## config.mk

```make
export PLATFORM = sky130hd
export DESIGN_NAME = vga_encouracado
export DESIGN_NICKNAME = d
export VERILOG_FILES = /design/src/rtl/vga_encouracado_pkg.sv /design/src/rtl/vga_cell_locator.sv /design/src/rtl/vga_encouracado.sv
export SDC_FILE = /design/constraint.sdc
export NUM_CORES = 1
export LEC_CHECK = 0
export ABC_CLOCK_PERIOD_IN_PS = 1000
export CORE_ASPECT_RATIO = 1.25
export CORE_MARGIN = 4
export CORE_UTILIZATION = 40
export CTS_CLUSTER_SIZE = 8
export DETAILED_ROUTE_END_ITERATION = 6
export GPL_TIMING_DRIVEN = 1
export HOLD_SLACK_MARGIN = 0.03
export PLACE_DENSITY = 0.86
export SYNTH_ARGS = -nofsm -noshare
export SYNTH_HDL_FRONTEND = slang
export SYNTH_SLANG_ARGS = --single-unit
export TNS_END_PERCENT = 20
```

## constraint.sdc

```tcl
create_clock -name clk -period 1 [get_ports clk]
set_input_delay 0.15 -clock clk [delete_from_list [all_inputs] [get_ports clk]]
set_output_delay 0.15 -clock clk [all_outputs]
set_load 0.01 [all_outputs]
```

## src/rtl/vga_encouracado_pkg.sv

```systemverilog
// vga_encouracado_pkg
//   Shared definitions for the battleship colour layer:
//   - 9-bit {r,g,b} colour constants (3 bits per channel)
//   - board geometry constant BOARD_CELLS
//   - ship descriptor layout (field offsets and a packed struct view)
//   - pixel classification enum and its colour lookup
package vga_encouracado_pkg;

    localparam int unsigned BOARD_CELLS = 10;

    // Colours, packed as {r[2:0], g[2:0], b[2:0]}
    localparam logic [8:0] BLACK      = {3'd0, 3'd0, 3'd0};
    localparam logic [8:0] BACKGROUND = {3'd1, 3'd1, 3'd1};
    localparam logic [8:0] GRID       = {3'd3, 3'd3, 3'd3};
    localparam logic [8:0] HIT        = {3'd7, 3'd0, 3'd0};
    localparam logic [8:0] SHIP       = {3'd5, 3'd5, 3'd5};
    localparam logic [8:0] WATER      = {3'd0, 3'd2, 3'd6};

    // Ship descriptor field offsets
    localparam int unsigned DESC_W          = 13;
    localparam int unsigned DESC_COL_LSB    = 0;
    localparam int unsigned DESC_ROW_LSB    = 4;
    localparam int unsigned DESC_ORIENT_BIT = 8;
    localparam int unsigned DESC_HIT_LSB    = 9;
    localparam int unsigned HIT_BITS        = 4;

    // Struct view of the descriptor; field order matches the offsets above
    typedef struct packed {
        logic [3:0] hits;      // [12:9] bit k set = segment k hit, k=0 at bow
        logic       vertical;  // [8]    0 = grows with column, 1 = grows with row
        logic [3:0] row;       // [7:4]  bow row
        logic [3:0] col;       // [3:0]  bow column
    } ship_desc_t;

    typedef enum logic [2:0] {
        PIX_BLANK,
        PIX_BACKGROUND,
        PIX_GRID,
        PIX_HIT,
        PIX_SHIP,
        PIX_WATER
    } pix_class_t;

    function automatic logic [8:0] class_colour(input pix_class_t pix);
        logic [8:0] colour;
        colour = BLACK;
        case (pix)
            PIX_BLANK:      colour = BLACK;
            PIX_BACKGROUND: colour = BACKGROUND;
            PIX_GRID:       colour = GRID;
            PIX_HIT:        colour = HIT;
            PIX_SHIP:       colour = SHIP;
            PIX_WATER:      colour = WATER;
            default:        colour = BLACK;
        endcase
        return colour;
    endfunction

endpackage

```

## src/rtl/vga_cell_locator.sv

```systemverilog
// vga_cell_locator
//   Combinational mapping of a pixel coordinate onto the 10x10 board.
//   Ports:
//     linha    in  10  pixel line
//     coluna   in  10  pixel column
//     on_board out 1   pixel lies inside the board square
//     row      out 4   board row of the pixel (valid when on_board)
//     col      out 4   board column of the pixel (valid when on_board)
//     grid     out 1   pixel is on a grid line (cell edge or last board line/column)
module vga_cell_locator #(
    parameter int unsigned BOARD_X0 = 160,
    parameter int unsigned BOARD_Y0 = 80,
    parameter int unsigned CELL_PX  = 32
) (
    input  logic [9:0] linha,
    input  logic [9:0] coluna,
    output logic       on_board,
    output logic [3:0] row,
    output logic [3:0] col,
    output logic       grid
);
    import vga_encouracado_pkg::*;

    localparam int unsigned BOARD_PX   = BOARD_CELLS * CELL_PX;
    localparam int unsigned CELL_SHIFT = $clog2(CELL_PX);

    localparam logic [9:0] X_FIRST     = 10'(BOARD_X0);
    localparam logic [9:0] X_LAST      = 10'(BOARD_X0 + BOARD_PX - 1);
    localparam logic [9:0] Y_FIRST     = 10'(BOARD_Y0);
    localparam logic [9:0] Y_LAST      = 10'(BOARD_Y0 + BOARD_PX - 1);
    localparam logic [9:0] OFFSET_MASK = 10'(CELL_PX - 1);

    if ((CELL_PX == 0) || ((CELL_PX & (CELL_PX - 1)) != 0)) begin : g_bad_cell
        $error("vga_cell_locator: CELL_PX must be a power of two");
    end
    if ((BOARD_X0 + BOARD_PX > 1024) || (BOARD_Y0 + BOARD_PX > 1024)) begin : g_bad_origin
        $error("vga_cell_locator: board does not fit 10-bit coordinates");
    end

    logic       in_x;
    logic       in_y;
    logic [9:0] dx;
    logic [9:0] dy;

    always_comb begin
        // Range is established before subtracting so dx/dy never wrap
        in_x = (coluna >= X_FIRST) && (coluna <= X_LAST);
        in_y = (linha  >= Y_FIRST) && (linha  <= Y_LAST);
        dx   = in_x ? (coluna - X_FIRST) : '0;
        dy   = in_y ? (linha  - Y_FIRST) : '0;

        on_board = in_x && in_y;
        col      = 4'(dx >> CELL_SHIFT);
        row      = 4'(dy >> CELL_SHIFT);

        grid = on_board && (((dx & OFFSET_MASK) == '0) ||
                            ((dy & OFFSET_MASK) == '0) ||
                            (coluna == X_LAST)         ||
                            (linha  == Y_LAST));
    end

endmodule

```

## src/rtl/vga_encouracado.sv

```systemverilog
// vga_encouracado
//   Battleship layer colour generator. Classifies each pixel as blank,
//   background, grid, ship hit, ship intact or water and registers the
//   resulting 3-bit R/G/B with one cycle of latency.
//   Optional feature: define VGA_ENCOURACADO_GRID_EN to draw grid lines;
//   without it grid pixels fall through to ship/water colouring.
//   Ports:
//     clk                in  1   pixel clock
//     rst                in  1   asynchronous active-high reset, forces rgb to 0
//     areaAtiva          in  1   visible pixel
//     linha              in  10  pixel line
//     coluna             in  10  pixel column
//     posicoesEmbarcacao in  13  ship descriptor {hits[3:0], vertical, row[3:0], col[3:0]}
//     rgb_r/rgb_g/rgb_b  out 3   registered colour
module vga_encouracado #(
    parameter int unsigned BOARD_X0 = 160,
    parameter int unsigned BOARD_Y0 = 80,
    parameter int unsigned CELL_PX  = 32,
    parameter int unsigned SHIP_LEN = 4
) (
    input  logic        clk,
    input  logic        rst,
    input  logic        areaAtiva,
    input  logic [9:0]  linha,
    input  logic [9:0]  coluna,
    input  logic [12:0] posicoesEmbarcacao,
    output logic [2:0]  rgb_r,
    output logic [2:0]  rgb_g,
    output logic [2:0]  rgb_b
);
    import vga_encouracado_pkg::*;

    localparam logic [4:0] SHIP_LEN_W = 5'(SHIP_LEN);
    localparam logic [3:0] LAST_CELL  = 4'(BOARD_CELLS - 1);
    localparam logic [3:0] HIT_LIMIT  = 4'(HIT_BITS);

    if ((SHIP_LEN == 0) || (SHIP_LEN > BOARD_CELLS)) begin : g_bad_len
        $error("vga_encouracado: SHIP_LEN must be 1..BOARD_CELLS");
    end

    logic       on_board;
    logic [3:0] cell_row;
    logic [3:0] cell_col;
    logic       grid;

    vga_cell_locator #(
        .BOARD_X0 (BOARD_X0),
        .BOARD_Y0 (BOARD_Y0),
        .CELL_PX  (CELL_PX)
    ) u_locator (
        .linha    (linha),
        .coluna   (coluna),
        .on_board (on_board),
        .row      (cell_row),
        .col      (cell_col),
        .grid     (grid)
    );

    ship_desc_t desc;
    assign desc = ship_desc_t'(posicoesEmbarcacao);

    logic       desc_valid;
    logic       cross_ok;
    logic       along_ok;
    logic [3:0] seg;
    logic       on_ship;
    logic       seg_hit;

    // Ship membership. The along-axis test checks ordering before the
    // subtraction, so cells before the bow never wrap into a valid segment.
    // Segments beyond the last board cell are never reached because the
    // locator only yields rows/cols 0..9, which clips the ship naturally.
    always_comb begin
        desc_valid = (desc.row <= LAST_CELL) && (desc.col <= LAST_CELL);
        if (desc.vertical) begin
            cross_ok = (cell_col == desc.col);
            along_ok = (cell_row >= desc.row);
            seg      = cell_row - desc.row;
        end else begin
            cross_ok = (cell_row == desc.row);
            along_ok = (cell_col >= desc.col);
            seg      = cell_col - desc.col;
        end
        on_ship = desc_valid && cross_ok && along_ok && ({1'b0, seg} < SHIP_LEN_W);
        // Only the first HIT_BITS segments have a hit flag; later ones stay intact
        seg_hit = (seg < HIT_LIMIT) && desc.hits[seg[1:0]];
    end

    pix_class_t pix;

`ifdef VGA_ENCOURACADO_GRID_EN
    always_comb begin
        pix = PIX_WATER;
        if (!areaAtiva) begin
            pix = PIX_BLANK;
        end else if (!on_board) begin
            pix = PIX_BACKGROUND;
        end else if (grid) begin
            pix = PIX_GRID;
        end else if (on_ship && seg_hit) begin
            pix = PIX_HIT;
        end else if (on_ship) begin
            pix = PIX_SHIP;
        end
    end
`else
    logic unused_grid;
    assign unused_grid = grid;

    always_comb begin
        pix = PIX_WATER;
        if (!areaAtiva) begin
            pix = PIX_BLANK;
        end else if (!on_board) begin
            pix = PIX_BACKGROUND;
        end else if (on_ship && seg_hit) begin
            pix = PIX_HIT;
        end else if (on_ship) begin
            pix = PIX_SHIP;
        end
    end
`endif

    logic [8:0] rgb_reg;

    always_ff @(posedge clk or posedge rst) begin
        if (rst) begin
            rgb_reg <= BLACK;
        end else begin
            rgb_reg <= class_colour(pix);
        end
    end

    assign rgb_r = rgb_reg[8:6];
    assign rgb_g = rgb_reg[5:3];
    assign rgb_b = rgb_reg[2:0];

endmodule

```

Yosys cells after proc, flatten, opt, wreduce, memory -nomap -nowiden:

Index checks and enable logic that the tools add are counted.

* shift-type cells: 0
* divide/modulo/power cells: 0
* bitwise gates (word level): 0
* equal/unequal tests: 7
* muxes and demuxes: 12
* $mul: 0
* $add $sub $neg: 4
* $lt $le $gt $ge: 11
* reduce and logical (&&, ||, !) cells: 9

Operator list (number)
* 9-bit case mux with 5 select lines: 1
* 10-bit by 9-bit less-or-equal comparator with 1-bit output (second input constant): 2
* 9-bit 2-to-1 mux: 2
* 10-bit by 7-bit >= comparator with 1-bit output (second input constant): 1
* 10-bit by 8-bit >= comparator with 1-bit output (second input constant): 1
* 1-bit logical AND: 9
* 3-bit 2-to-1 mux: 3
* 9-bit by 7-bit subtractor with 9-bit output (second input constant): 1
* 9-bit by 8-bit subtractor with 9-bit output (second input constant): 1
* 4-bit equality test: 2
* 4-bit >= comparator: 2
* 4-bit less-or-equal comparator (second input constant): 2
* 4-bit by 3-bit < comparator with 1-bit output (second input constant): 2
* 4-bit subtractor: 2
* 3-bit by 2-bit equality test with 1-bit output (second input constant): 2
* 3-bit equality test (second input constant): 2
* 1-bit 2-to-1 mux: 4
* 4-bit 2-to-1 mux: 1
* 3-bit by 1-bit equality test with 1-bit output (second input constant): 1
* 2-bit by 3-bit < comparator with 1-bit output (second input constant): 1
* 1-bit binary-select mux with 2-bit select: 1

* bits in registers: 9
* RAM bits: 0
* ROM bits: 0
* memories: 0
* output and inout port bits: 9
* bits in latches: 0

Logic depth before layout (Yosys ltp):

* depth in word-level cells: 14
* mapped depth: 14
* depth with buffers taken out: 14

By module:

Synthesis repeated with hierarchy kept, for this count alone.

* cells, all modules: 117
* area total of the unflattened synthesis: 1029.7 sq um

By module, submodules not included
* vga_encouracado: area each 704.4 sq um, instances 1, seq. area each 175.2 sq um, cells an instance 72
* vga_cell_locator: area each 325.3 sq um, instances 1, seq. area each 0.0 sq um, cells an instance 45

Worst setup path after synthesis:

No wires, ideal clock.

* path kind: input port to flip-flop
* from: in linha[4]
* to: reg rgb_reg[2]
* setup time: 0.139 ns
* setup slack: -2.001 ns
* buffers on the path: 0
* stages on the path: 12
* data arrival time: 2.862 ns
* path through: inv_1 ha_1 nor2b_1 a2111oi_0 or3_1 nor3_1 ha_1 and3b_1 or3_4 a2111oi_4 or2_1 a41oi_1

* cells in the longest elaborated chain, start to end: 14
* elaborated cells between the ends (all ways): 31

RTL lines
* from (decl): RTL line vga_encouracado.sv:24 `input logic [9:0] linha,`
* parallel branches: the longest is 10 deep, another holds 10-bit by 7-bit >= comparator with 1-bit output
* 3-bit 2-to-1 mux *: RTL line vga_encouracado.sv:114 `end else if (!on_board) begin`
* 3-bit 2-to-1 mux *: RTL line vga_encouracado.sv:112 `if (!areaAtiva) begin`
* 3-bit equality test, or another cell as far along: RTL line vga_encouracado_pkg.sv:47 `case (pix)`
* 9-bit case mux with 5 select lines *: RTL line vga_encouracado_pkg.sv:47
* to (signal assigned): RTL line vga_encouracado.sv:130 `rgb_reg <= class_colour(pix);`
* to (decl): RTL line vga_encouracado.sv:124 `logic [8:0] rgb_reg;`

Every way passes the cells marked *. The select of a mux whose other input is x is not followed.

Worst setup path in the final report:

* from: in linha[7]
* to: reg rgb_reg[2]

Same word-level chain as after synthesis.

==> results.txt <==
Ranked by total cell area, the synthesized netlist is headed by sky130_fd_sc_hd__dfrtp_1 (18%), sky130_fd_sc_hd__ha_1 (15%), sky130_fd_sc_hd__inv_1 (6.1%). Among cell families on the critical path, the largest total delay comes from simple AND/OR/NAND/NOR gates. The maximum fanout count along the critical path is 4. The horizontal die dimension came out at 52.3 µm.

The most common flop cell mapped by yosys is sky130_fd_sc_hd__dfrtp_1. After synthesis, the largest family of logic cells by area is simple AND/OR/NAND/NOR gates. The overall die area came out at 0.00331 mm². The upper clock frequency limit came out at 376 MHz. The most critical setup path has its startpoint at linha[7]. The final worst setup slack is -1.66 ns.

The number of nets in the synthesized netlist is 165. The share of total power in sequential cells came out at 22.6%. The buffers plus inverters on the worst setup path came out at 1. The cell that appears most often on the critical path is sky130_fd_sc_hd__or3_4. The post-synthesis adder-cell area fraction is 19.4%. The setup TNS after final layout came out at -11.33 ns.

The internal cell power is 0.848 mW. The count of pins on the block boundary came out at 45. Dividing the detail-routed wire length by the instance count gives 13.9 µm. After layout, the minimum clock period comes to 2.66 ns. The cell area after placement came out at 0.00167 mm². The final reports fail on setup timing. In this run, synthesis produced a sequential element count of 7. The worst setup slack after placement came out at -2.50 ns.

The net switching fraction of the power came out at 34.7%. The number of pins exceeding their max-slew limit in the final report is 0. The signed area change from the synthesized netlist to the final layout came out at 77.4%.

The proportion of synthesized flip-flops having asynchronous set or reset is 100%. Clock-pin slew was measured on the worst setup and hold paths at 0.05 ns. At the end of the flow, the number of nets in the layout was 234. In the synthesized netlist, mux cells make up 4.34% of the area.

Among all stages on the critical path, the largest delay is contributed by sky130_fd_sc_hd__or3_4. The worst voltage drop across the vdd grid is 533 µV. Setup repair after global routing could not meet its margin everywhere. The clock group share of total power came out at 19.3%. The routability congestion estimate from global placement is 0.835. The synthesized area divided by synthesized cell count is 8.52 µm². The signal on the critical path passes through dlygate4sd2_1 -> a31o_2 -> or3_4 -> nor3_4 -> ha_1 -> and3b_1 -> or3_4 -> a2111oi_4 -> or2_1 -> a41oi_2.

Across the run, the number of max-cap violations was 0. Global routing used 18.1% of the available tracks across all layers. The number of DRC markers after the initial detailed-route iteration came out at 5. Clock tree synthesis selected as its root buffer the cell sky130_fd_sc_hd__clkbuf_4. The TritonCTS sink count came out at 7. The area of all placed cells without fillers is 0.00174 mm². The endpoint kind of the worst setup timing path is a register. The number of warnings issued by yosys came out at 0. The category of the worst setup path launch point is an input port. Using the TritonRoute via totals, the vias-per-cell ratio works out to 5.19. The number of antenna violations at the first check in global routing came out at 0.

The antenna cell count came out at 0. The remaining global-route overflow is 0. CTS built an H-tree with a depth of 1. In the routed design, unresolved DRC markers number 0. For this block, the via count after detailed routing is 1110. The transition at the pin with the smallest max-transition slack came out at 0.382 ns.

The detailed-placement wirelength estimate is 2.48 mm. The fraction of the mapped netlist area in simple logic gates is 22.1%. Entering global routing, the biggest net connects 8 pins. Power spread over the standard cell area amounts to 748 mW/mm². The synthesized-area fraction occupied by ao, oa, aoi and oai cells came out at 22.1%. The flip-flop count of the largest register after layout came out at 7. The number of buffers added by the clock tree synthesis step came out at 3. The arrival time at the worst endpoint is 2.77 ns. The worst slew margin relative to its limit is 73.9%. The maximum count of clock buffers along a single path came out at 2. In the final layout, the share of cells above drive strength 1 is 44.3%. The footprint of the multi-input gates came out at 860 µm².

Counting flops with a built-in enable in the synthesized netlist gives 0. After layout, the design draws a total of 1.30 mW. The worst endpoint required time is 1.11 ns. The net switching power figure is 0.451 mW. The share of the synthesized netlist area taken by xor and xnor gates came out at 5.36%.

The via count of the first global-routing pass is 1186. Sequential elements use 17.9% of the synthesized area. The run finished, with violations left. The count of input and output buffers came out at 39. The delay of the slowest cell on the worst path came out at 0.43 ns.

The number of hold-slack violations in the final timing report came out at 0. Synthesis produced 115 cells. The chip height came out at 63.3 µm. In this run the static leakage power is 0.829 nW. TritonCTS built the clock tree.

The worst setup path is of the input port to register kind. The netlist area before placement is 980 µm². Of the total power, combinational logic draws 58.1%. The remaining number of nets flagged by the antenna check after routing came out at 0. The first TritonRoute pass finished after 6 iterations. The class of the worst hold path is input port to asynchronous set/reset pin.

Setup violations remaining at the end of the flow were counted as 7. The first global-routing pass estimated 4.66 mm of wire. The initial standard-cell utilization of the core came out at 43.4%. The top cell type by area accounts for 17.9% of the synthesized area. The number of distinct library cells after synthesis is 39. The routed design has 2.96 mm of wire. The area of the core region came out at 0.00226 mm². Cells fill 77.0% of the core in the end. The number of core rows is 19. The fill cell total of the finished layout came out at 162. Of all cell types, the one taking the most synthesized area is sky130_fd_sc_hd__dfrtp_1. The final period utilization came out at 266%. The register area came out at 175 µm².
==> layer usage <==
layer | up-vias | routed length [µm] | track usage, %
met5 | - | 0 | 0
met3 | 4 | 175 | 2.59
li1 | 553 | - | -
met2 | 39 | 1690 | 38.8
met1 | 514 | 1060 | 16.2
met4 | 0 | 43 | 4.47
==> what timing repair did <==
action | in CTS | in global routing
endpoints found under the hold margin | 0 | 0
gates resized for setup | 62 | 23
hold buffers | 0 | 0
setup buffers | 4 | 0
pin swaps | 16 | 10
endpoints found under the setup margin | 16 | 15
==> worst paths after layout <==
path,endpoint,slack [ns],cells after the start
max in group asynchronous,rgb_reg[4]$_DFF_PP0_,0.68,2
min in group clk,rgb_reg[6]$_DFF_PP0_,0.52,3
setup / recovery,rgb_reg[2]$_DFF_PP0_,-1.66,10
hold / removal,rgb_reg[8]$_DFF_PP0_,0.12,2
==> cells in the mapped netlist, types with 2 or more instances <==
cell type                   instances
sky130_fd_sc_hd__a2111oi_0          2
sky130_fd_sc_hd__a211oi_1           3
sky130_fd_sc_hd__a21o_1             3
sky130_fd_sc_hd__a21oi_1            4
sky130_fd_sc_hd__a41oi_1            2
sky130_fd_sc_hd__and3b_1            2
sky130_fd_sc_hd__and4_1             2
sky130_fd_sc_hd__buf_4              2
sky130_fd_sc_hd__dfrtp_1            7
sky130_fd_sc_hd__fa_1               2
sky130_fd_sc_hd__ha_1              12
sky130_fd_sc_hd__inv_1             16
sky130_fd_sc_hd__mux2i_1            2
sky130_fd_sc_hd__nand2_1            6
sky130_fd_sc_hd__nor2_1             7
sky130_fd_sc_hd__nor2b_1            2
sky130_fd_sc_hd__nor3_1             5
sky130_fd_sc_hd__nor4_1             2
sky130_fd_sc_hd__o21ai_0            8
sky130_fd_sc_hd__or2_1              2
sky130_fd_sc_hd__or3_1              2
sky130_fd_sc_hd__xnor2_1            4
sky130_fd_sc_hd__xor2_1             2
==> final cells by class <==
class                      count  area share, %
multi-input combinational     89           49.5
tap                           31           2.23
clock buffer                   3           1.30
timing repair buffer          67           32.3
clock inverter                 1          0.288
inverter                      16           4.32
sequential                     7           10.1
==> logic make-up (layout without fill, tap and decap cells) <==
| kind of cell | count (synthesis) | in the layout |
|---|---|---|
| AND/OR/NAND/NOR | 37 | 37 |
| buffers and inverters | 19 | 87 |
| multiplexers | 3 | 3 |
| AO/OA/AOI/OAI | 29 | 29 |
| adder cells (fa/ha/maj) | 14 | 14 |
| XOR/XNOR | 6 | 6 |
| flip-flops | 7 | 7 |
==> placed cells by master, fill, tap and decap left out, types with 3 or more instances in the layout <==
master	count
sky130_fd_sc_hd__buf_4	26
sky130_fd_sc_hd__clkdlybuf4s50_1	20
sky130_fd_sc_hd__inv_1	12
sky130_fd_sc_hd__ha_1	9
sky130_fd_sc_hd__o21ai_0	7
sky130_fd_sc_hd__dfrtp_1	7
sky130_fd_sc_hd__nand2_1	6
sky130_fd_sc_hd__clkbuf_2	6
sky130_fd_sc_hd__buf_2	6
sky130_fd_sc_hd__nor2_1	4
sky130_fd_sc_hd__buf_6	4
sky130_fd_sc_hd__a211oi_2	3
sky130_fd_sc_hd__xnor2_1	3
sky130_fd_sc_hd__nor2_2	3
sky130_fd_sc_hd__a21o_1	3
sky130_fd_sc_hd__a21oi_1	3
sky130_fd_sc_hd__clkbuf_4	3
sky130_fd_sc_hd__dlygate4sd2_1	3
==> through the flow <==
step / cells / hold slack (ns)
after floorplan: 115 / -0.0466
after global placement: 206 / 0.386
after detailed placement: 206 / 0.384
after CTS: 214 / 0.125
after global routing: 214 / 0.138
final: 214 / 0.122
==> power by group through the flow <==
stage / Sequential, mW / Combinational (mW) / Clock [mW]
floorplan: 0.304 / 0.374 / 0
global placement: 0.299 / 0.683 / 0
detailed placement: 0.299 / 0.711 / 0
CTS: 0.295 / 0.736 / 0.256
global route: 0.295 / 0.818 / 0.279
finish: 0.294 / 0.755 / 0.251
(Power assumes the default switching activity.)
